<file path="config.mk">
export PLATFORM = sky130hd
export DESIGN_NAME = instr_fetch_ctrl_flat
export DESIGN_NICKNAME = d
export VERILOG_FILES = /design/src/rtl/isa_pkg.sv /design/src/rtl/instr_fetch_ctrl_if.sv /design/src/rtl/fetch_out_reg.sv /design/src/rtl/instr_fetch_ctrl.sv /design/src/flat_wrapper.sv
export SDC_FILE = /design/constraint.sdc
export NUM_CORES = 1
export LEC_CHECK = 0
export CORE_ASPECT_RATIO = 1.25
export CORE_UTILIZATION = 36
export DETAILED_ROUTE_END_ITERATION = 8
export PLACE_DENSITY = 0.68
export SLEW_MARGIN = 0
export SYNTH_ARGS = -nofsm -noshare
export SYNTH_HDL_FRONTEND = slang
export SYNTH_SLANG_ARGS = --single-unit
</file>
<file path="constraint.sdc">
create_clock -name i_clk -period 1.95 [get_ports i_clk]
set_input_delay 0.2925 -clock i_clk [delete_from_list [all_inputs] [get_ports i_clk]]
set_output_delay 0.2925 -clock i_clk [all_outputs]
set_load 0.01 [all_outputs]
</file>
<file path="src/rtl/isa_pkg.sv">
// Shared ISA definitions for the fetch path: opcodes, default widths,
// fetch FSM state encoding and the opcode field position.
package isa_pkg;

  localparam int DEF_CONTENT_SIZE  = 16;
  localparam int DEF_INSTRUCT_SIZE = 32;
  localparam int DEF_CNT_SIZE      = 16;

  localparam logic [5:0] OP_ADD  = 6'b000001;
  localparam logic [5:0] OP_LOAD = 6'b000010;
  localparam logic [5:0] OP_HALT = 6'b111111;

  localparam int OPCODE_MSB = 31;
  localparam int OPCODE_LSB = 26;

  typedef enum logic [1:0] {
    IDLE   = 2'd0,
    FETCH  = 2'd1,
    HALTED = 2'd2
  } fetch_state_e;

  // True when the opcode field matches the configured halt opcode.
  function automatic logic is_halt_op(input logic [5:0] op, input logic [5:0] halt_op);
    return (op == halt_op);
  endfunction

endpackage

</file>
<file path="src/rtl/instr_fetch_ctrl_if.sv">
// Bus bundle between the fetch controller, the instruction ROM and decode.
// The slave modport is the fetch controller's view.
interface instr_fetch_ctrl_if #(
  parameter int CONTENT_SIZE  = isa_pkg::DEF_CONTENT_SIZE,
  parameter int INSTRUCT_SIZE = isa_pkg::DEF_INSTRUCT_SIZE,
  parameter int CNT_SIZE      = isa_pkg::DEF_CNT_SIZE
);

  logic                     i_start;
  logic [CONTENT_SIZE-1:0]  i_start_pc;
  logic                     i_redirect;
  logic [CONTENT_SIZE-1:0]  i_redirect_pc;
  logic [CONTENT_SIZE-1:0]  o_rom_addr;
  logic [INSTRUCT_SIZE-1:0] i_rom_instr;
  logic [INSTRUCT_SIZE-1:0] o_instr;
  logic [CONTENT_SIZE-1:0]  o_instr_pc;
  logic                     o_instr_valid;
  logic                     i_instr_ready;
  logic                     o_busy;
  logic                     o_halted;
  logic [CNT_SIZE-1:0]      o_fetch_count;

  modport slave (
    input  i_start, i_start_pc, i_redirect, i_redirect_pc,
    input  i_rom_instr, i_instr_ready,
    output o_rom_addr, o_instr, o_instr_pc, o_instr_valid,
    output o_busy, o_halted, o_fetch_count
  );

  modport master (
    output i_start, i_start_pc, i_redirect, i_redirect_pc,
    output i_rom_instr, i_instr_ready,
    input  o_rom_addr, o_instr, o_instr_pc, o_instr_valid,
    input  o_busy, o_halted, o_fetch_count
  );

endinterface

</file>
<file path="src/rtl/fetch_out_reg.sv">
// Valid/ready output stage toward decode. Holds one fetched word and the
// address it came from. Flush has priority over load and over acceptance.
module fetch_out_reg #(
  parameter int CONTENT_SIZE  = 16,
  parameter int INSTRUCT_SIZE = 32
) (
  input  logic                     i_clk,
  input  logic                     i_rst_n,
  input  logic                     i_load,
  input  logic                     i_flush,
  input  logic                     i_ready,
  input  logic [INSTRUCT_SIZE-1:0] i_instr,
  input  logic [CONTENT_SIZE-1:0]  i_pc,
  output logic [INSTRUCT_SIZE-1:0] o_instr,
  output logic [CONTENT_SIZE-1:0]  o_pc,
  output logic                     o_valid
);

  logic [INSTRUCT_SIZE-1:0] r_instr;
  logic [CONTENT_SIZE-1:0]  r_pc;
  logic                     r_valid;

  // Output register: flush drops the word, load captures a new one,
  // an accept without a new load empties the stage.
  always_ff @(posedge i_clk or negedge i_rst_n) begin
    if (!i_rst_n) begin
      r_instr <= {INSTRUCT_SIZE{1'b0}};
      r_pc    <= {CONTENT_SIZE{1'b0}};
      r_valid <= 1'b0;
    end else if (i_flush) begin
      r_valid <= 1'b0;
    end else if (i_load) begin
      r_instr <= i_instr;
      r_pc    <= i_pc;
      r_valid <= 1'b1;
    end else if (r_valid && i_ready) begin
      r_valid <= 1'b0;
    end
  end

  assign o_instr = r_instr;
  assign o_pc    = r_pc;
  assign o_valid = r_valid;

endmodule

</file>
<file path="src/rtl/instr_fetch_ctrl.sv">
// Fetch sequencer: owns the PC, addresses the combinational ROM, and feeds
// decode through a one-entry valid/ready stage. Handles start, redirect,
// stall and halt-on-opcode, and counts words accepted by decode.
module instr_fetch_ctrl
  import isa_pkg::*;
#(
  parameter int         CONTENT_SIZE  = DEF_CONTENT_SIZE,
  parameter int         INSTRUCT_SIZE = DEF_INSTRUCT_SIZE,
  parameter logic [5:0] HALT_OPCODE   = OP_HALT,
  parameter int         CNT_SIZE      = DEF_CNT_SIZE
) (
  input  logic              i_clk,
  input  logic              i_rst_n,
  instr_fetch_ctrl_if.slave bus
);

  fetch_state_e              r_state;
  logic [CONTENT_SIZE-1:0]   r_pc;
  logic [CNT_SIZE-1:0]       r_fetch_count;
  logic                      r_busy;
  logic                      r_halted;

  logic [INSTRUCT_SIZE-1:0]  w_out_instr;
  logic [CONTENT_SIZE-1:0]   w_out_pc;
  logic                      w_out_valid;

  logic                      w_acc;
  logic                      w_flush;
  logic                      w_load;
  logic                      w_halt_word;
  logic                      w_count_en;
  logic [CONTENT_SIZE-1:0]   w_pc_inc;
  logic [CNT_SIZE-1:0]       w_count_inc;
  logic                      w_count_sat;

  // Handshake, flush and load decisions for this cycle.
  always_comb begin
    w_acc       = w_out_valid & bus.i_instr_ready;
    w_halt_word = is_halt_op(bus.i_rom_instr[OPCODE_MSB:OPCODE_LSB], HALT_OPCODE);
    w_flush     = 1'b0;
    if (r_state == IDLE) begin
      w_flush = 1'b0;
    end else if (bus.i_redirect) begin
      w_flush = 1'b1;
    end else if ((r_state == FETCH) && bus.i_start) begin
      // A start while fetching behaves as a redirect to the start address.
      w_flush = 1'b1;
    end else begin
      w_flush = 1'b0;
    end
    w_load      = (r_state == FETCH) & (~w_out_valid | bus.i_instr_ready) & ~w_flush;
    w_count_en  = w_acc & ~w_flush;
    w_pc_inc    = r_pc + {{(CONTENT_SIZE-1){1'b0}}, 1'b1};
    w_count_inc = r_fetch_count + {{(CNT_SIZE-1){1'b0}}, 1'b1};
    w_count_sat = (r_fetch_count == {CNT_SIZE{1'b1}});
  end

  // Fetch FSM with PC, status flags and the saturating accept counter.
  always_ff @(posedge i_clk or negedge i_rst_n) begin
    if (!i_rst_n) begin
      r_state       <= IDLE;
      r_pc          <= {CONTENT_SIZE{1'b0}};
      r_fetch_count <= {CNT_SIZE{1'b0}};
      r_busy        <= 1'b0;
      r_halted      <= 1'b0;
    end else begin
      if (w_count_en && !w_count_sat) begin
        r_fetch_count <= w_count_inc;
      end
      case (r_state)
        IDLE: begin
          if (bus.i_start) begin
            r_state  <= FETCH;
            r_pc     <= bus.i_start_pc;
            r_busy   <= 1'b1;
            r_halted <= 1'b0;
          end
        end
        FETCH: begin
          if (bus.i_start) begin
            r_pc <= bus.i_start_pc;
          end else if (bus.i_redirect) begin
            r_pc <= bus.i_redirect_pc;
          end else if (w_load) begin
            if (w_halt_word) begin
              // The halt word is captured but the PC stays on it.
              r_state  <= HALTED;
              r_busy   <= 1'b0;
              r_halted <= 1'b1;
            end else begin
              r_pc <= w_pc_inc;
            end
          end
        end
        HALTED: begin
          if (bus.i_start) begin
            r_state  <= FETCH;
            r_pc     <= bus.i_start_pc;
            r_busy   <= 1'b1;
            r_halted <= 1'b0;
          end else if (bus.i_redirect) begin
            r_state  <= FETCH;
            r_pc     <= bus.i_redirect_pc;
            r_busy   <= 1'b1;
            r_halted <= 1'b0;
          end
        end
        default: begin
          r_state  <= IDLE;
          r_busy   <= 1'b0;
          r_halted <= 1'b0;
        end
      endcase
    end
  end

  fetch_out_reg #(
    .CONTENT_SIZE  (CONTENT_SIZE),
    .INSTRUCT_SIZE (INSTRUCT_SIZE)
  ) u_out_reg (
    .i_clk   (i_clk),
    .i_rst_n (i_rst_n),
    .i_load  (w_load),
    .i_flush (w_flush),
    .i_ready (bus.i_instr_ready),
    .i_instr (bus.i_rom_instr),
    .i_pc    (r_pc),
    .o_instr (w_out_instr),
    .o_pc    (w_out_pc),
    .o_valid (w_out_valid)
  );

  assign bus.o_rom_addr    = r_pc;
  assign bus.o_instr       = w_out_instr;
  assign bus.o_instr_pc    = w_out_pc;
  assign bus.o_instr_valid = w_out_valid;
  assign bus.o_busy        = r_busy;
  assign bus.o_halted      = r_halted;
  assign bus.o_fetch_count = r_fetch_count;

endmodule

</file>
<file path="src/flat_wrapper.sv">
// flat-port wrapper written by rule: the top's interface ports become plain ports
module instr_fetch_ctrl_flat import isa_pkg::*;
#(
  parameter int         CONTENT_SIZE  = DEF_CONTENT_SIZE,
  parameter int         INSTRUCT_SIZE = DEF_INSTRUCT_SIZE,
  parameter logic [5:0] HALT_OPCODE   = OP_HALT,
  parameter int         CNT_SIZE      = DEF_CNT_SIZE
)
  (i_clk, i_rst_n, bus_i_start, bus_i_start_pc, bus_i_redirect, bus_i_redirect_pc, bus_i_rom_instr, bus_i_instr_ready, bus_o_rom_addr, bus_o_instr, bus_o_instr_pc, bus_o_instr_valid, bus_o_busy, bus_o_halted, bus_o_fetch_count);
  instr_fetch_ctrl_if #(.CONTENT_SIZE(CONTENT_SIZE), .INSTRUCT_SIZE(INSTRUCT_SIZE), .CNT_SIZE(CNT_SIZE)) bus_i ();
  input  logic i_clk;
  input  logic i_rst_n;
  input wire logic [$bits(bus_i.i_start)-1:0] bus_i_start;
  input wire logic [$bits(bus_i.i_start_pc)-1:0] bus_i_start_pc;
  input wire logic [$bits(bus_i.i_redirect)-1:0] bus_i_redirect;
  input wire logic [$bits(bus_i.i_redirect_pc)-1:0] bus_i_redirect_pc;
  input wire logic [$bits(bus_i.i_rom_instr)-1:0] bus_i_rom_instr;
  input wire logic [$bits(bus_i.i_instr_ready)-1:0] bus_i_instr_ready;
  output wire logic [$bits(bus_i.o_rom_addr)-1:0] bus_o_rom_addr;
  output wire logic [$bits(bus_i.o_instr)-1:0] bus_o_instr;
  output wire logic [$bits(bus_i.o_instr_pc)-1:0] bus_o_instr_pc;
  output wire logic [$bits(bus_i.o_instr_valid)-1:0] bus_o_instr_valid;
  output wire logic [$bits(bus_i.o_busy)-1:0] bus_o_busy;
  output wire logic [$bits(bus_i.o_halted)-1:0] bus_o_halted;
  output wire logic [$bits(bus_i.o_fetch_count)-1:0] bus_o_fetch_count;
  assign bus_i.i_start = bus_i_start;
  assign bus_i.i_start_pc = bus_i_start_pc;
  assign bus_i.i_redirect = bus_i_redirect;
  assign bus_i.i_redirect_pc = bus_i_redirect_pc;
  assign bus_i.i_rom_instr = bus_i_rom_instr;
  assign bus_i.i_instr_ready = bus_i_instr_ready;
  assign bus_o_rom_addr = bus_i.o_rom_addr;
  assign bus_o_instr = bus_i.o_instr;
  assign bus_o_instr_pc = bus_i.o_instr_pc;
  assign bus_o_instr_valid = bus_i.o_instr_valid;
  assign bus_o_busy = bus_i.o_busy;
  assign bus_o_halted = bus_i.o_halted;
  assign bus_o_fetch_count = bus_i.o_fetch_count;
  instr_fetch_ctrl #(.CONTENT_SIZE(CONTENT_SIZE), .INSTRUCT_SIZE(INSTRUCT_SIZE), .HALT_OPCODE(HALT_OPCODE), .CNT_SIZE(CNT_SIZE)) u_core (.i_clk(i_clk), .i_rst_n(i_rst_n), .bus(bus_i));
endmodule
</file>
# ---- Word level (Yosys, flattened, before mapping)
# Cells that the tools add are included.
dict set report totals {
  output_inout_bits 83
  inputBits 69
  ff_bits 85
}
dict set report op_classes {
  n_mux 38
  n_addsub 2
  bitwise_logic 7
  eq_ne 12
  reduce_logical 10
}
# op n
set op_table {}
lappend op_table {{16-bit 2-to-1 mux} 7}
lappend op_table {{16-bit case mux with 3 select lines} 1}
lappend op_table {{16-bit by 1-bit adder with 16-bit output, second input constant} 2}
lappend op_table {{1-bit 2-to-1 mux} 20}
lappend op_table {{16-bit == test, second input constant} 1}
lappend op_table {{2-bit 2-to-1 mux} 7}
lappend op_table {{2-bit inequality test, second input constant} 4}
lappend op_table {{4-bit inequality test, second input constant} 2}
lappend op_table {{6-bit == test, second input constant} 1}
lappend op_table {{1-bit case mux with 3 select lines} 2}
lappend op_table {{2-bit case mux with 3 select lines} 1}
lappend op_table {{6-bit AND reduction} 1}
lappend op_table {{3-bit nonzero test} 2}
lappend op_table {{5-bit AND reduction} 1}
lappend op_table {{1-bit bitwise AND} 4}
lappend op_table {{1-bit logical AND} 3}
lappend op_table {{3-bit inequality test, second input constant} 1}
lappend op_table {{2-bit by 1-bit == test with 1-bit output, second input constant} 1}
lappend op_table {{2-bit == test, second input constant} 1}
lappend op_table {{2-bit logical NOT} 1}
lappend op_table {{2-bit by 1-bit inequality test with 1-bit output, second input constant} 1}
lappend op_table {{1-bit inverter} 2}
lappend op_table {{2-bit AND reduction} 1}
lappend op_table {{1-bit logical NOT} 1}
lappend op_table {{1-bit bitwise OR} 1}

# ---- Logic depth before layout (Yosys ltp)
# Gate-level depths: netlist (run 1).
dict set report logic_depth {
  word_depth 11
  mapped_depth 10
}

# ---- By module
# Synthesis (run 1) repeated with hierarchy kept, for this count alone.
dict set report unflattened {
  hier_cells 425
  hier_area_um2 4715.8
}
# module seq_area_each_um2 area_each_um2 n_inst cells_each
set by_module_without_submodules {}
lappend by_module_without_submodules {instr_fetch_ctrl 900.9 2778.9 1 319}
lappend by_module_without_submodules {fetch_out_reg 1226.2 1936.9 1 106}

# ---- Least setup slack after synthesis (run 1)
# Ideal clock, no wire load.
dict set report synth_path {
  path_type {flip-flop to flip-flop}
  startpoint {reg u_core.r_state[0]}
  endpoint {reg u_core.r_pc[6], in the netlist u_core.bus.o_rom_addr[6]}
  arrival_time_ns 1.959
  t_required_ns 1.828
  setup_slack_ns -0.131
  path_stages_with_launch 8
  cell_sequence {dfrtp_1 > inv_1 > ha_1 > buf_2 > clkinv_1 > a221o_1 > a311o_1 > a32o_1}
}
dict set report synth_between {
  elab_chain_len 9
  elab_cells_between_ends 17
}
# item line_no
set synth_rtl {}
lappend synth_rtl {{start: declaration} instr_fetch_ctrl.sv:17} ;# fetch_state_e r_state;
lappend synth_rtl {{start signal: assignment} instr_fetch_ctrl.sv:61} ;# r_state <= IDLE;
lappend synth_rtl {{start signal: assignment} instr_fetch_ctrl.sv:73} ;# r_state <= FETCH;
lappend synth_rtl {{start signal: assignment} instr_fetch_ctrl.sv:87} ;# r_state <= HALTED;
lappend synth_rtl {{2-bit by 1-bit == test with 1-bit output} {instr_fetch_ctrl.sv:45, instr_fetch_ctrl.sv:51, instr_fetch_ctrl.sv:70}}
lappend synth_rtl {{1-bit logical AND} instr_fetch_ctrl.sv:45} ;# end else if ((r_state == FETCH) && bus.i_start) begin
lappend synth_rtl {{1-bit 2-to-1 mux} instr_fetch_ctrl.sv:45}
lappend synth_rtl {{1-bit 2-to-1 mux} instr_fetch_ctrl.sv:43} ;# end else if (bus.i_redirect) begin
lappend synth_rtl {{1-bit 2-to-1 mux} instr_fetch_ctrl.sv:41} ;# if (r_state == IDLE) begin
lappend synth_rtl {{1-bit inverter (no source line)} --}
lappend synth_rtl {{1-bit bitwise AND} instr_fetch_ctrl.sv:51} ;# w_load = (r_state == FETCH) & (~w_out_valid | bus.i_instr_ready) & ~w_flush;
lappend synth_rtl {{4-bit inequality test (no source line)} --}
lappend synth_rtl {{5-bit AND reduction (no source line)} --}
lappend synth_rtl {{end signal: assignment} instr_fetch_ctrl.sv:62} ;# r_pc <= {CONTENT_SIZE{1'b0}};
lappend synth_rtl {{end signal: assignment} instr_fetch_ctrl.sv:74} ;# r_pc <= bus.i_start_pc;
lappend synth_rtl {{end signal: assignment} instr_fetch_ctrl.sv:81} ;# r_pc <= bus.i_start_pc;
lappend synth_rtl {{end: declaration} instr_fetch_ctrl.sv:18} ;# logic [CONTENT_SIZE-1:0] r_pc;
# Parallel ways exist; a longest one is shown, timed or not.
# A chain may end at the register's enable or synchronous reset.

# ---- Worst setup path in the final report (run 1)
dict set report layout_path {
  startpoint {reg u_core.r_state[0]}
  endpoint {reg u_core.r_pc[8], in the netlist u_core.bus.o_rom_addr[8]}
}
# The elaborated chain is that of the path after synthesis.

==> out/results.txt, run 1 <==
The run finished with clean final reports. The proportion of layout cells with a drive suffix above 1 was 23.5%. TritonCTS built the clock tree. The portion of the clock cycle consumed by the worst path in the final layout is 96.3%, and the total number of vias is 4210.

The share of the Yosys chip area taken by registers is 47.4%. Between clock sinks in the finished design, the worst skew comes to 0.00682 ns. The floorplan step set the die height to 127 um. Critical path's most frequent cell: buf_4. The shortest period the worst path allows is 1.88 ns, and the number of warning messages in the yosys log is 0.

The root buffer cell chosen for the clock tree is clkbuf_16. The maximum fanout along the worst path came out at 4. Number of antenna violations at the first check in global routing: 0. Setup repair after global routing left no endpoint under its margin. The number of antenna diodes in the final layout is 0.

The total area inside the core boundary comes to 12200 sq um. The final count of pins violating max slew was 0; the upper clock frequency limit was 0.533 GHz. In the final layout, flip-flops and latches occupy 2130 sq um. No sink is reached through more buffers than the 2 on the longest clock path. The biggest cell delay along the critical path is 0.41 ns.

The power density over the cells was 1560 nW/um^2. STA puts the critical path data required time at 2.19 ns. Global routing used 21.8% of the available tracks.

The synthesized netlist contains 54 unique library cells. The run gives 0.000531 V as the largest voltage drop on the vdd net. The tools report the final standard cell utilization of the core as 57.3%. The worst pin sits at a relative slew slack of 63.5%. Summing every instance area after synthesis gives 4490 sq um. The multi-input combinational cells in the finished layout cover a total of 2290 sq um. The via count normalized by instance count was 5.30; the final wirelength was 13.9 mm.

For this run, asynchronously set or reset flops after synthesis account for 100%. The tools report the overall die area as 12900 sq um. The worst setup path is captured at a flip-flop. Traced cell by cell, the critical path runs through inv_2, ha_2, nor2b_1, o21a_1, buf_4, nor2_2, nand2_1, buf_4, o31ai_1.

The number of clock sinks is 85. Once detail routing completed, the nets flagged for antenna violations numbered 0. The initialized floorplan defines 45 standard-cell rows. For the max-cap violation count, the log shows 0.

After filler insertion, the fill cell instance count of the layout stands at 1074. The cell count after placement came out at 778. The logs give 4242 for the number of global-route vias before repair and 0.975 for the weighted congestion reported at the end of routability-driven placement. The clock buffer count from CTS is 9, and the largest net degree at the start of global routing is 47. The worst setup path is launched from a flip-flop.

During placement, the flow inserted port buffers numbering 151. The path class of the tightest hold or removal check is input port to async pin. The predominant post-synthesis flop cell is dfrtp_1.

By startpoint and endpoint, the worst setup path is classified as flip-flop to flip-flop. The die is 102 um wide. For this design the static power due to leakage is 2.97 nW. Summed over all layers, the global routing overflow is 0.

The tools report the worst setup slack after placement as -0.261 ns. The final critical-path setup slack is 0.0725 ns, and the synthesized area per cell is 10.6 sq um. For the pin with the worst max-slew slack, the measured transition is 0.548 ns. After detailed routing, the number of remaining DRC violations is 0. Critical path's slowest cell: dfrtp_2.

Final hold analysis gives a worst-case slack of 0.490 ns. Clock transition at the register clock pins on the worst setup and hold paths after CTS: 0.06 ns. The first global-routing pass estimated 21.7 mm of wire. For the hold violation total from the final report, the log shows 0.

The tools report the number of nets at the end of the flow as 703. The tools report the effective utilization at floorplan as 36.9%. The count of TritonRoute iterations in the first routing pass is 5. After the first detailed-routing iteration, the DRC count stood at 233. The area growth from synthesis to layout is 55.3%, and the wire length per cell is 17.5 um. For this run, the number of standard cells in the final layout without fillers is 795. In this run the number of H-tree levels came out at 3. For the accumulated negative setup slack, the log shows 0 ns.

The critical path data arrival time was 2.12 ns. The run gives 0.34 ns as the clock latency at the later pin of the worst-skew pair. Setup violations remaining at the end of the flow were counted as 0. For the post-synthesis net count, the log shows 500.

Detailed placement ended at an HPWL of 10.6 mm. The number of enable flip-flop cells after synthesis is 0. Synthesis handed over a netlist of 424 instances. 152 I/O pins were placed. In this run, synthesis produced a sequential element count of 85.
==> what timing repair did <==
action / CTS / global route
pin swaps: 1 / 1
setup endpoints to repair: 13 / 15
hold buffers: 1 / 0
setup buffers: 0 / 1
gates resized for setup: 12 / 6
hold endpoints to repair: 39 / 0
==> where the power goes <==
group	switching, mW	total [mW]	leakage, nW	internal [mW]
Sequential	0.578	3.11	1.05	2.53
Combinational	2.63	6.08	1.78	3.45
Clock	0.680	1.70	0.139	1.02
==> Yosys cell counts (5+ instances only) <==
cell type	number	area (sq um)
nand4_1	9	56.3
dfrtp_1	85	2130
o31ai_1	5	37.5
nor2_1	26	97.6
xor2_1	7	61.3
a22oi_1	5	37.5
o21ai_0	24	120
inv_1	13	48.8
buf_2	14	70.1
xnor2_1	13	114
clkbuf_1	5	18.8
a211oi_1	7	52.6
ha_1	7	87.6
mux2i_1	8	80.1
nor3_1	11	55.1
mux2_2	53	597
a21oi_1	11	55.1
nand2b_1	5	31.3
o221ai_1	6	52.6
nand3_1	18	90.1
nand2_1	31	116
==> final cells by class <==
class,instances,share of cell area (%)
Clock buffer,12,3.54
Sequential cell,85,30.5
Tap cell,164,2.94
Timing Repair Buffer,212,28.6
Clock inverter,3,0.664
Multi-Input combinational cell,304,32.9
Inverter,15,0.826
==> per-layer routing <==
metal | wire length (um) | vias to the layer above | global-route usage [%]
li1 | - | 1967 | -
met1 | 5550 | 2040 | 25.8
met2 | 6920 | 178 | 37.3
met3 | 1140 | 25 | 5.79
met4 | 308 | 0 | 8.57
met5 | 0 | - | 0
==> registers in the layout (all words and copies together) (netlist names) <==
signal and flops:
u_core.r_state 2, u_core.bus.o_busy 1, u_core.bus.o_halted 1, u_core.bus.o_fetch_count 16, u_core.bus.o_rom_addr 16, u_core.u_out_reg.o_pc 16
u_core.u_out_reg.o_valid 1, u_core.u_out_reg.o_instr 32
==> worst paths after layout <==
kind                                           endpoint  cells past startpoint                    startpoint  slack (ns)
max in group asynchronous   u_core.u_out_reg.o_instr[2]                      3                       i_rst_n        0.79
min in group i_clk         u_core.bus.o_fetch_count[15]                      1  u_core.bus.o_fetch_count[15]        0.50
max reg2reg                    u_core.bus.o_rom_addr[8]                      9             u_core.r_state[0]        0.07
min                         u_core.u_out_reg.o_instr[4]                      2                       i_rst_n        0.49
max                            u_core.bus.o_rom_addr[8]                      9             u_core.r_state[0]        0.07
min reg2reg                u_core.bus.o_fetch_count[15]                      1  u_core.bus.o_fetch_count[15]        0.50
==> critical path, delay by kind of cell, from the launching register on <==
kind            cells  cell delay (ns)
compound gates      2             0.43
fa+ha+maj           1             0.19
simple gates        3             0.35
buf+inv             3             0.40
flops               1             0.41
==> layout by cell type (no fill, tap or decap), types with 3 or more instances in the layout <==
| master | n |
|---|---|
| clkbuf_16 | 9 |
| and2_1 | 3 |
| a211oi_1 | 7 |
| dfrtp_1 | 84 |
| nand2b_1 | 5 |
| nor3_1 | 11 |
| nor2b_1 | 3 |
| nand3_1 | 18 |
| mux2_4 | 3 |
| a22o_1 | 4 |
| inv_1 | 10 |
| nor2_2 | 4 |
| nand2_1 | 31 |
| and3_1 | 4 |
| a21oi_1 | 11 |
| inv_2 | 4 |
| nor2_1 | 23 |
| a31oi_1 | 4 |
| nand4_1 | 9 |
| xnor2_1 | 13 |
| and4_1 | 3 |
| clkdlybuf4s50_1 | 150 |
| nor4_1 | 3 |
| a22oi_1 | 5 |
| ha_1 | 4 |
| buf_4 | 59 |
| mux2i_1 | 8 |
| mux2_2 | 50 |
| o21a_1 | 3 |
| xor2_1 | 7 |
| o221ai_1 | 6 |
| o31ai_1 | 5 |
| o21ai_0 | 23 |
==> cell families (layout without fill, tap and decap cells) <==
group | after synthesis | in the layout | synth area share (%)
multiplexers | 61 | 61 | 15.1
buffers and inverters | 35 | 242 | 3.32
adder cells (fa/ha/maj) | 7 | 7 | 1.95
flip-flops | 85 | 85 | 47.4
XOR/XNOR | 20 | 20 | 3.91
AO/OA/AOI/OAI | 95 | 95 | 15.1
AND/OR/NAND/NOR | 121 | 121 | 13.2
==> per-stage QoR <==
| stage | power [mW] | area, sq um |
|---|---|---|
| floorplan | 6.00 | 4520 |
| global placement | 8.95 | 6610 |
| detailed placement | 9.08 | 6610 |
| CTS | 10.9 | 6940 |
| global route | 11.5 | 6970 |
| finish | 10.9 | 6970 |
No activity file was read; power rests on OpenSTA's default activity.
==> run 2, diff against run 1 <==
--- a/config.mk
+++ b/config.mk
@@ -5,10 +5,12 @@
 export SDC_FILE = /design/constraint.sdc
 export NUM_CORES = 1
 export LEC_CHECK = 0
+export ABC_CLOCK_PERIOD_IN_PS = 1950
 export CORE_ASPECT_RATIO = 1.25
 export CORE_UTILIZATION = 36
 export DETAILED_ROUTE_END_ITERATION = 8
 export PLACE_DENSITY = 0.68
+export SKIP_CTS_REPAIR_TIMING = 1
 export SLEW_MARGIN = 0
 export SYNTH_ARGS = -nofsm -noshare
 export SYNTH_HDL_FRONTEND = slang
==> out/results.txt, run 2 (same netlist as run 1, synthesis figures left out) <==
For the number of placement rows, the log shows 45. Clock tree root driver cell: clkbuf_16. For the number of ports placed on the die boundary, the log shows 152. For the upper clock frequency limit, the log shows 0.532 GHz. The final routed DRC violation total is 0. Path class of the lowest-slack min-delay path: input port to async pin.

The wire length per cell is 17.4 um. For the weighted congestion reported at the end of routability-driven placement, the log shows 0.975. TritonCTS built the clock tree.

Across the run, the number of max-cap violations was 0. Port buffering added 151 buffers. The most critical setup path has its startpoint at u_core.r_state[0].

The leakage power of the design was 2.97 nW. The run gives 21.5 mm as the wire length of the first global-routing pass. The proportion of layout cells with a drive suffix above 1 is 23.5%. The clock transition at the register clock pins on the worst setup and hold paths after CTS came out at 0.06 ns.

The final standard cell utilization of the core was 57.3%; the detailed placement HPWL was 10.6 mm. The first TritonRoute pass finished after 5 iterations. Number of buffers on the longest clock path: 2.

Setup repair after global routing left no endpoint under its margin. The run gives 21.7% as the combined global-route utilization of all metal layers. The register with the most flip-flops in the layout has 32 of them.

The total grt overflow is 0. In this run, placement finished with an instance count of 778. In this run the register-to-register setup slack is 0.07 ns. In the layout the commonest cells are 150 x clkdlybuf4s50_1, 84 x dfrtp_1, 59 x buf_4. The number of antenna violations at the first check in global routing came out at 0.

For the largest voltage drop on the vdd net, the log shows 0.000529 V. Die width: 102 um. Entering global routing, the biggest net connects 47 pins. At the pin with the least slew margin, the transition time is 0.548 ns.

After detailed routing, the total wire length is 13.8 mm. Worst setup slack after placement: -0.261 ns. The number of nets at the end of the flow was 703; the depth of the most critical reg-to-reg path was 9.

The worst register-to-register path ends at u_core.bus.o_rom_addr[8]. The run gives 2.12 ns as the critical path data arrival time. For the post-route clock skew, the log shows 0.00743 ns. Using the TritonRoute via totals, the vias-per-cell ratio works out to 5.31. The tightest hold path in the finished design has a slack of 0.490 ns. Launch point of the worst reg-to-reg path: u_core.r_state[0].

The number of global-route vias before repair came out at 4257. The tools report the critical path launch point type as a flip-flop. The run gives 0 as the hold violation total from the final report. The worst slew margin relative to its limit is 63.4%, and the power after layout is 10.9 mW. For the worst-skew pair, the clock arrives at the later sink with an insertion delay of 0.34 ns. Once the floorplan was initialized, standard cells occupied 36.9% of the core.

Maximum fanout along the worst path: 4. The repair_antennas step left the layout with diodes totalling 0. The run finished with clean final reports.

The clock tree synthesis step divided the H-tree into 3 levels. For the final critical-path setup slack, the log shows 0.0713 ns. Once placement finished, the instance area stood at 6610 sq um. Setup violations remaining at the end of the flow were counted as 0.

Following the worst setup path forward leads to its endpoint at u_core.bus.o_rom_addr[8]. The area growth from synthesis to layout came out at 55.3%. The library cell used most frequently in the layout, excluding fill and tap cells, is clkdlybuf4s50_1. The tools report the cell area after layout as 6970 sq um.

Floorplan core area: 12200 sq um. Dividing the final minimum period by the clock period gives 96.3%. The accumulated negative setup slack was 0 ns.

The shortest period the worst path allows is 1.88 ns, and the power density over the cells is 1560 nW/um^2. The overall die area is 12900 sq um, and the final count of pins violating max slew is 0. The final standard cell count with taps included and fillers excluded is 795.

The final route contains 4220 vias. Clock buffer count from CTS: 9. The capturing element type of the critical path is a flip-flop.

The number of DRC violations after detailed-routing iteration 0 is 268. The count of nets left with antenna violations once routing finished came out at 0. Path type of the worst setup path: flip-flop to flip-flop.

The critical path data required time was 2.19 ns. For this design, the sink count on the clock tree is 85. The overall die height is 127 um.
==> run 2: cell counts in the layout (fill, tap and decap cells not counted) <==
No cell type changed its count.
==> run 2: critical path: stages, from the launching register on <==
cell and delay, ns:
dfrtp_2 0.41, inv_2 0.07, ha_2 0.19, nor2b_1 0.13, o21a_1 0.18, buf_4 0.15, nor2_2 0.10, nand2_1 0.12
buf_4 0.18, o31ai_1 0.25
==> run 2: final cells by class <==
type,instances,area [sq um]
well taps,164,205
flip-flops and latches,85,2130
fillers,1074,5190
repair buffers,212,1990
inverters,15,57.6
clock inverters,3,46.3
clock buffers,12,246
multi-input cells,304,2290
==> run 2: report_power, final <==
group / internal [mW] / switching [mW]
clock: 1.02 / 0.679
combinational: 3.45 / 2.62
sequential: 2.53 / 0.579
total: 7.01 / 3.88
==> run 2: worst min path at each step <==
stage | start | endpoint
final | i_rst_n | u_core.u_out_reg.o_instr[4]
after global routing | u_core.bus.o_fetch_count[15] | u_core.bus.o_fetch_count[15]
after CTS | i_rst_n | u_core.u_out_reg.o_instr[4]
after detailed placement | i_rst_n | u_core.u_out_reg.o_instr[4]
after global placement | i_rst_n | u_core.u_out_reg.o_instr[4]
after floorplan | i_rst_n | u_core.bus.o_busy
==> run 2: metal layers <==
| layer | global-route usage [%] | vias to the layer above | wire, um |
|---|---|---|---|
| li1 | - | 1969 | - |
| met1 | 25.7 | 2041 | 5450 |
| met2 | 37.1 | 183 | 6910 |
| met3 | 5.73 | 27 | 1130 |
| met4 | 8.40 | 0 | 330 |
| met5 | 0 | - | 0 |
